==> src/rtl/rst_seq_ctrl_pkg.sv <==
`default_nettype none
// ============================================================================
// Module      : rst_seq_ctrl_pkg
// Description : Shared reset-cause codes, sequencer states and a width helper.
// Revision    : 1.0 - initial release
// ============================================================================
package rst_seq_ctrl_pkg;

    localparam logic [1:0] RST_CAUSE_POR = 2'd0;
    localparam logic [1:0] RST_CAUSE_EXT = 2'd1;
    localparam logic [1:0] RST_CAUSE_SW  = 2'd2;
    localparam logic [1:0] RST_CAUSE_WDT = 2'd3;

    typedef enum logic [1:0] {
        ST_ASSERT  = 2'd0,
        ST_HOLD    = 2'd1,
        ST_RELEASE = 2'd2,
        ST_RUN     = 2'd3
    } rst_state_t;

    // Bits needed for a counter that runs 0 .. max_val-1 (never less than 1).
    function automatic int cnt_width(input int max_val);
        return (max_val <= 2) ? 1 : $clog2(max_val);
    endfunction

endpackage
`default_nettype wire

==> src/rtl/rst_sync_debounce.sv <==
`default_nettype none
// ============================================================================
// Module      : rst_sync_debounce
// Description : Synchronises the push-button reset and accepts it only after
//               DEBOUNCE consecutive synchronised-low cycles.
// Revision    : 1.0 - initial release
// ============================================================================
module rst_sync_debounce #(
    parameter int SYNC_STAGES = 2,
    parameter int DEBOUNCE    = 4
) (
    input  logic clk,
    input  logic rst,
    input  logic ext_rst_n,
    output logic ext_active
);
    import rst_seq_ctrl_pkg::*;

    localparam int                c_DB_W    = cnt_width(DEBOUNCE);
    localparam logic [c_DB_W-1:0] c_DB_LAST = c_DB_W'(DEBOUNCE - 1);

    logic [SYNC_STAGES-1:0] r_sync;
    logic [c_DB_W-1:0]      r_db_cnt;
    logic                   r_active;
    logic                   w_sync_low;

    assign w_sync_low = ~r_sync[SYNC_STAGES-1];
    assign ext_active = r_active;

    always_ff @(posedge clk) begin
        if (!rst) begin
            r_sync   <= '1;
            r_db_cnt <= '0;
            r_active <= 1'b0;
        end else begin
            r_sync <= {r_sync[SYNC_STAGES-2:0], ext_rst_n};
            // Any synchronised-high sample restarts the qualification window.
            if (!w_sync_low) begin
                r_db_cnt <= '0;
                r_active <= 1'b0;
            end else if (!r_active) begin
                if (r_db_cnt == c_DB_LAST) begin
                    r_active <= 1'b1;
                end else begin
                    r_db_cnt <= r_db_cnt + 1'b1;
                end
            end
        end
    end

endmodule
`default_nettype wire

==> src/rtl/rst_seq_ctrl.sv <==
`default_nettype none
// ============================================================================
// Module      : rst_seq_ctrl
// Description : Staged multi-domain reset sequencer with button, software and
//               watchdog triggers and a sticky last-reset-cause register.
// Revision    : 1.0 - initial release
// ============================================================================
module rst_seq_ctrl #(
    parameter int                   N_DOMAINS   = 3,
    parameter int                   SYNC_STAGES = 2,
    parameter int                   DEBOUNCE    = 4,
    parameter int                   HOLD_CYCLES = 8,
    parameter int                   STAGE_GAP   = 16,
    parameter int                   WDT_WIDTH   = 24,
    parameter logic [WDT_WIDTH-1:0] WDT_TIMEOUT = 24'hFFFFFF
) (
    input  logic                 clk,
    input  logic                 rst,
    input  logic                 ext_rst_n,
    input  logic                 sw_rst_req,
    input  logic                 wdt_en,
    input  logic                 wdt_kick,
    output logic [N_DOMAINS-1:0] sys_rst_o,
    output logic                 busy,
    output logic [1:0]           rst_cause
);
    import rst_seq_ctrl_pkg::*;

    localparam int c_CNT_W = cnt_width((HOLD_CYCLES > STAGE_GAP) ? HOLD_CYCLES : STAGE_GAP);
    localparam logic [c_CNT_W-1:0]   c_HOLD_LAST = c_CNT_W'(HOLD_CYCLES - 1);
    localparam logic [c_CNT_W-1:0]   c_GAP_LAST  = c_CNT_W'(STAGE_GAP - 1);
    localparam logic [WDT_WIDTH-1:0] c_WDT_LAST  = WDT_TIMEOUT - 1'b1;

    rst_state_t           r_state, w_state_nxt;
    logic [c_CNT_W-1:0]   r_cnt, w_cnt_nxt;
    logic [N_DOMAINS-1:0] r_rst_vec, w_rst_vec_nxt, w_released;
    logic [1:0]           r_cause, w_cause_nxt;
    logic [WDT_WIDTH-1:0] r_wdt_cnt;
    logic                 w_ext_active;
    logic                 w_run;
    logic                 w_wdt_expire;
    logic                 w_trig;

    rst_sync_debounce #(
        .SYNC_STAGES (SYNC_STAGES),
        .DEBOUNCE    (DEBOUNCE)
    ) u_sync_debounce (
        .clk        (clk),
        .rst        (rst),
        .ext_rst_n  (ext_rst_n),
        .ext_active (w_ext_active)
    );

    assign sys_rst_o = r_rst_vec;
    assign busy      = |r_rst_vec;
    assign rst_cause = r_cause;

    // Domains release lowest index first, so one release is a left shift.
    assign w_released   = r_rst_vec << 1;
    assign w_run        = (r_state == ST_RUN);
    assign w_wdt_expire = w_run && wdt_en && !wdt_kick && (r_wdt_cnt == c_WDT_LAST);
    assign w_trig       = w_ext_active || w_wdt_expire || sw_rst_req;

    always_ff @(posedge clk) begin
        if (!rst) begin
            r_state   <= ST_ASSERT;
            r_cnt     <= '0;
            r_rst_vec <= '1;
            r_cause   <= RST_CAUSE_POR;
            r_wdt_cnt <= '0;
        end else begin
            r_state   <= w_state_nxt;
            r_cnt     <= w_cnt_nxt;
            r_rst_vec <= w_rst_vec_nxt;
            r_cause   <= w_cause_nxt;
            if (!w_run || !wdt_en || wdt_kick || w_wdt_expire) begin
                r_wdt_cnt <= '0;
            end else begin
                r_wdt_cnt <= r_wdt_cnt + 1'b1;
            end
        end
    end

    always_comb begin
        w_state_nxt   = r_state;
        w_cnt_nxt     = r_cnt;
        w_rst_vec_nxt = r_rst_vec;
        w_cause_nxt   = r_cause;
        case (r_state)
            ST_ASSERT: begin
                w_rst_vec_nxt = '1;
                w_cnt_nxt     = '0;
                if (!w_ext_active) begin
                    w_state_nxt = ST_HOLD;
                end
            end
            ST_HOLD, ST_RELEASE: begin
                if (w_ext_active) begin
                    w_state_nxt   = ST_ASSERT;
                    w_rst_vec_nxt = '1;
                    w_cnt_nxt     = '0;
                    w_cause_nxt   = RST_CAUSE_EXT;
                end else if (r_cnt == ((r_state == ST_HOLD) ? c_HOLD_LAST : c_GAP_LAST)) begin
                    w_rst_vec_nxt = w_released;
                    w_cnt_nxt     = '0;
                    w_state_nxt   = (w_released == '0) ? ST_RUN : ST_RELEASE;
                end else begin
                    w_cnt_nxt = r_cnt + 1'b1;
                end
            end
            ST_RUN: begin
                if (w_trig) begin
                    w_state_nxt   = ST_ASSERT;
                    w_rst_vec_nxt = '1;
                    w_cnt_nxt     = '0;
                    if (w_ext_active) begin
                        w_cause_nxt = RST_CAUSE_EXT;
                    end else if (w_wdt_expire) begin
                        w_cause_nxt = RST_CAUSE_WDT;
                    end else begin
                        w_cause_nxt = RST_CAUSE_SW;
                    end
                end
            end
            default: begin
                w_state_nxt   = ST_ASSERT;
                w_rst_vec_nxt = '1;
                w_cnt_nxt     = '0;
            end
        endcase
    end

endmodule
`default_nettype wire

==> config.mk <==
export PLATFORM = sky130hd
export DESIGN_NAME = rst_seq_ctrl
export DESIGN_NICKNAME = d
export VERILOG_FILES = /design/src/rtl/rst_seq_ctrl_pkg.sv /design/src/rtl/rst_sync_debounce.sv /design/src/rtl/rst_seq_ctrl.sv
export SDC_FILE = /design/constraint.sdc
export NUM_CORES = 1
export LEC_CHECK = 0
export CAP_MARGIN = 20
export CORE_UTILIZATION = 30
export CTS_BUF_LIST = sky130_fd_sc_hd__clkbuf_4
export CTS_CLUSTER_SIZE = 28
export DETAILED_ROUTE_END_ITERATION = 16
export MAX_ROUTING_LAYER = met4
export SLEW_MARGIN = 15
export SYNTH_ARGS = -nofsm -noshare
export SYNTH_HDL_FRONTEND = slang
export SYNTH_SLANG_ARGS = --single-unit
==> constraint.sdc <==
create_clock -name clk -period 1.7 [get_ports clk]
set_input_delay 0.425 -clock clk [delete_from_list [all_inputs] [get_ports clk]]
set_output_delay 0.425 -clock clk [all_outputs]
set_load 0.01 [all_outputs]
==> impl_table.tex <==
\begin{tabular}{lr}
\hline
Metric & Value \\
\hline
\multicolumn{2}{l}{\textbf{CTS}} \\
\quad Clock transition at the registers of the reported paths & 0.12 ns \\
\quad Root Buffer Master & clkbuf\_4 \\
\quad Number of H-tree levels & 2 \\
\quad Bufs on Longest Clock Path & 2 \\
\quad Clock buffers created by TritonCTS & 5 \\
\quad CTS tree & built \\
\quad Later-pin clock latency in the skew report & 0.36 ns \\
\quad Hold-fix buffer count after cts & 0 \\
\quad Number of clock sinks seen by CTS & 40 \\
\multicolumn{2}{l}{\textbf{Synth}} \\
\quad Biggest area contributors in the synthesized netlist & dfxtp\_1 (44\%), nor2\_1 (7.6\%), xor2\_1 (6.2\%) \\
\quad Summed instance area of the synthesized netlist & 1840 um\^{}2 \\
\quad Top cell types by occurrence after synthesis & dfxtp\_1 (40), nor2\_1 (37), nand2\_1 (15), xor2\_1 (13), xnor2\_1 (11) \\
\quad Post-synthesis cell type with the largest combined area & dfxtp\_1 \\
\quad Gate count of the mapped netlist & 208 \\
\quad Number of different library cells in the post-synthesis netlist & 38 \\
\quad Yosys warnings & 0 \\
\quad Async set-or-reset flop fraction in the synthesized netlist & 0\% \\
\quad Top-area cell type share of the netlist area & 43.6\% \\
\quad Top FF cell, synth & dfxtp\_1 \\
\quad Mapped Avg Cell Area & 8.83 um\^{}2 \\
\quad Post-synthesis net count & 221 \\
\quad Seq/Total Area, Yosys & 43.6\% \\
\quad \#FFs+latches synth & 40 \\
\quad Post-synth EDFFs & 0 \\
\quad Top-count cell post-synth & dfxtp\_1 \\
\multicolumn{2}{l}{\textbf{Job}} \\
\quad Max capacitance violation total & 0 \\
\multicolumn{2}{l}{\textbf{Routing}} \\
\quad Number of design rule violations left after detail routing & 0 \\
\quad Remaining antenna violation count after routing & 0 \\
\quad Drt total wl & 4.04 mm \\
\quad Total iterations of the first detailed-routing run & 4 \\
\quad Drt via density & 4.73 \\
\quad Vias after detailed routing & 1618 \\
\quad Routed length per placed instance & 11.8 um \\
\quad Starting DRT DRC Count & 34 \\
\multicolumn{2}{l}{\textbf{Floorplanning}} \\
\quad Site row count & 28 \\
\quad Die Span X & 80.2 um \\
\quad Placeable Area & 5920 um\^{}2 \\
\quad Die Area & 6440 um\^{}2 \\
\quad I/O pins & 12 \\
\quad Starting Density & 31.0\% \\
\quad Height of the chip & 80.2 um \\
\multicolumn{2}{l}{\textbf{STA}} \\
\quad Final WS setup & -0.0652 ns \\
\quad Transition time at the pin with the least slew margin & 0.306 ns \\
\quad Worst clock skew & 0.00753 ns \\
\quad RSZ-0062 raised after global routing & true \\
\quad Rel. slew slack & 79.5\% \\
\quad Minimum clock period & 1.77 ns \\
\quad Setup TNS & -0.295 ns \\
\quad Number of hold-slack violations in the final timing report & 0 \\
\quad Final clock period utilization by the worst path & 104\% \\
\quad Final number of max-transition violations & 0 \\
\quad Fmax & 567 MHz \\
\quad Final Setup Violations & 9 \\
\multicolumn{2}{l}{\textbf{Setup path}} \\
\quad Data arrival time of the critical path & 2.07 ns \\
\quad Category of the most critical setup path & flop to flop \\
\quad Required time of the critical path & 2.00 ns \\
\quad Max FO, Critical Path & 3 \\
\quad Type of element capturing the critical path & flop \\
\quad Crit start category & flop \\
\multicolumn{2}{l}{\textbf{Outcome}} \\
\quad Status & finished with violations \\
\quad Failing checks & negative setup slack \\
\multicolumn{2}{l}{\textbf{Global route}} \\
\quad Vias in the first global route & 1471 \\
\quad Antenna violations before repair & 0 \\
\quad Largest net degree at the start of global routing & 25 \\
\quad Overall overflow remaining after global route & 0 \\
\quad First-pass GRT wire length & 6.37 mm \\
\quad GRT Util Overall & 13.3\% \\
\multicolumn{2}{l}{\textbf{Placement}} \\
\quad \# port buffers & 11 \\
\quad Post-DP HPWL & 2.56 mm \\
\quad RD Place Congestion & 0.761 \\
\quad Post-Place Setup Slack & -0.415 ns \\
\multicolumn{2}{l}{\textbf{Power and ir drop}} \\
\quad Sequential cell fraction of total power & 56.5\% \\
\quad Net switching fraction of the power & 27.9\% \\
\quad Internal & 0.00124 W \\
\quad Maximum vdd drop & 0.379 mV \\
\quad Lkg Pwr & 0.975 nW \\
\quad Total power divided by cell area & 645 nW/um\^{}2 \\
\quad Part of the total power dissipated in combinational logic & 15.7\% \\
\quad Switch Pwr & 0.000479 W \\
\quad Relative contribution of the clock network to total power & 27.8\% \\
\multicolumn{2}{l}{\textbf{Layout}} \\
\quad Number of diodes & 0 \\
\quad Layout fillers & 573 \\
\quad \# nets final & 279 \\
\quad Growth of design area from synthesis to finish & 45.3\% \\
\quad Layout cells sized above 1 & 36.0\% \\
\multicolumn{2}{l}{\textbf{Hold path}} \\
\quad Hold Path Class & flop to flop \\
\hline
\end{tabular}
==> metal layers <==
| layer | part of all wire, % | GRT usage [%] | up-vias |
|---|---|---|---|
| met5 | 0 | - | - |
| met4 | 1.9 | 6.43 | 0 |
| met3 | 3.1 | 3.07 | 7 |
| met2 | 49 | 21.6 | 24 |
| met1 | 46 | 15.5 | 759 |
| li1 | - | - | 828 |
==> power groups by stage <==
stage	registers, W	clock network, W	logic, W
after global routing	0.000975	0.000537	0.000294
after global placement	0.000989	0	0.000206
final	0.000972	0.000479	0.000270
after floorplan	0.000988	0	0.000109
after detailed placement	0.000990	0	0.000205
after CTS	0.000970	0.000497	0.000214
==> path summary, 6_finish.rpt <==
kind	startpoint	endpoint	slack, ns	depth (start not counted)
max	r_wdt_cnt[0]	r_cnt[3]	-0.07	8
min	u_sync_debounce.r_sync[0]	u_sync_debounce.r_sync[1]	0.43	1
max reg2reg	r_wdt_cnt[0]	r_cnt[3]	-0.07	8
min reg2reg	u_sync_debounce.r_sync[0]	u_sync_debounce.r_sync[1]	0.43	1
==> stage by stage <==
stage	utilization [%]	area (um^2)	instances	hold WS (ns)	total power (W)
2_1_floorplan	-	1840	208	0.386	0.00110
3_3_place_gp	39.6	2340	330	0.388	0.00120
3_5_place_dp	39.6	2340	330	0.408	0.00119
4_1_cts	40.8	2420	340	0.439	0.00168
5_1_grt	45.1	2670	342	0.456	0.00181
6_report	45.1	2670	342	0.430	0.00172
==> worst max-delay path, cell delays in order (launching register included) <==
cell	delay (ns)
dfxtp_2	0.34
inv_2	0.07
ha_4	0.13
nand4_1	0.14
nor4_4	0.22
buf_4	0.17
a21oi_4	0.06
or4_4	0.47
a21boi_1	0.12
==> flip-flops by register name, indices dropped and copies added, names as in the netlist <==
register                    flops
sys_rst_o                       3
r_cnt                           4
u_sync_debounce.r_sync          2
rst_cause                       2
r_state                         2
u_sync_debounce.r_db_cnt        2
r_wdt_cnt                      24
u_sync_debounce.ext_active      1
==> what timing repair did <==
action                     4_1_cts  5_1_grt
setup buffers                    1        1
cloned                           1        2
resized for setup               15       55
pin swaps                        0       23
setup endpoints to repair        8       34
==> cell type report <==
| cell class | instances | area (um^2) | area share, % |
|---|---|---|---|
| sequential | 40 | 817 | 30.6 |
| clock buffer | 5 | 37.5 | 1.41 |
| inverter | 4 | 15.0 | 0.563 |
| clock inverter | 3 | 13.8 | 0.516 |
| multi-input combinational | 159 | 1210 | 45.3 |
| timing repair buffer | 56 | 482 | 18.0 |
| tap | 75 | 93.8 | 3.52 |
==> cell families (layout without fill, tap and decap cells) <==
logic type | Yosys count | after routing | share of synthesized area [%]
compound gates | 26 | 26 | 8.58
xor+xnor | 24 | 24 | 11.4
fa+ha+maj | 7 | 7 | 4.77
buf+inv | 9 | 68 | 1.91
flops | 40 | 40 | 43.6
mux | 1 | 1 | 0.545
simple gates | 101 | 101 | 29.2
==> cell usage in the layout, fill, tap and decap left out, types with 3 or more instances in the layout <==
cell type        netlist  final
ha_1                   7      4
o21ai_0               10      7
inv_1                  4      3
a21oi_1                6      5
clkbuf_4               0      5
xnor2_1               11     11
nand4_1                9      9
nand3_1               10      7
nand2_1               15     15
o21ai_1                0      3
xor2_1                13     11
nor4_4                 1      3
buf_6                  0      3
nor2_4                 0      8
dfxtp_1               40     29
clkdlybuf4s50_1        0      5
buf_4                  0     40
and3_1                 3      3
nor3_1                 3      3
nand2b_1               4      4
dfxtp_2                0     10
dlygate4sd2_1          0      4
nand3_2                0      3
nor2_1                37     28
(Power assumes the default switching activity.)
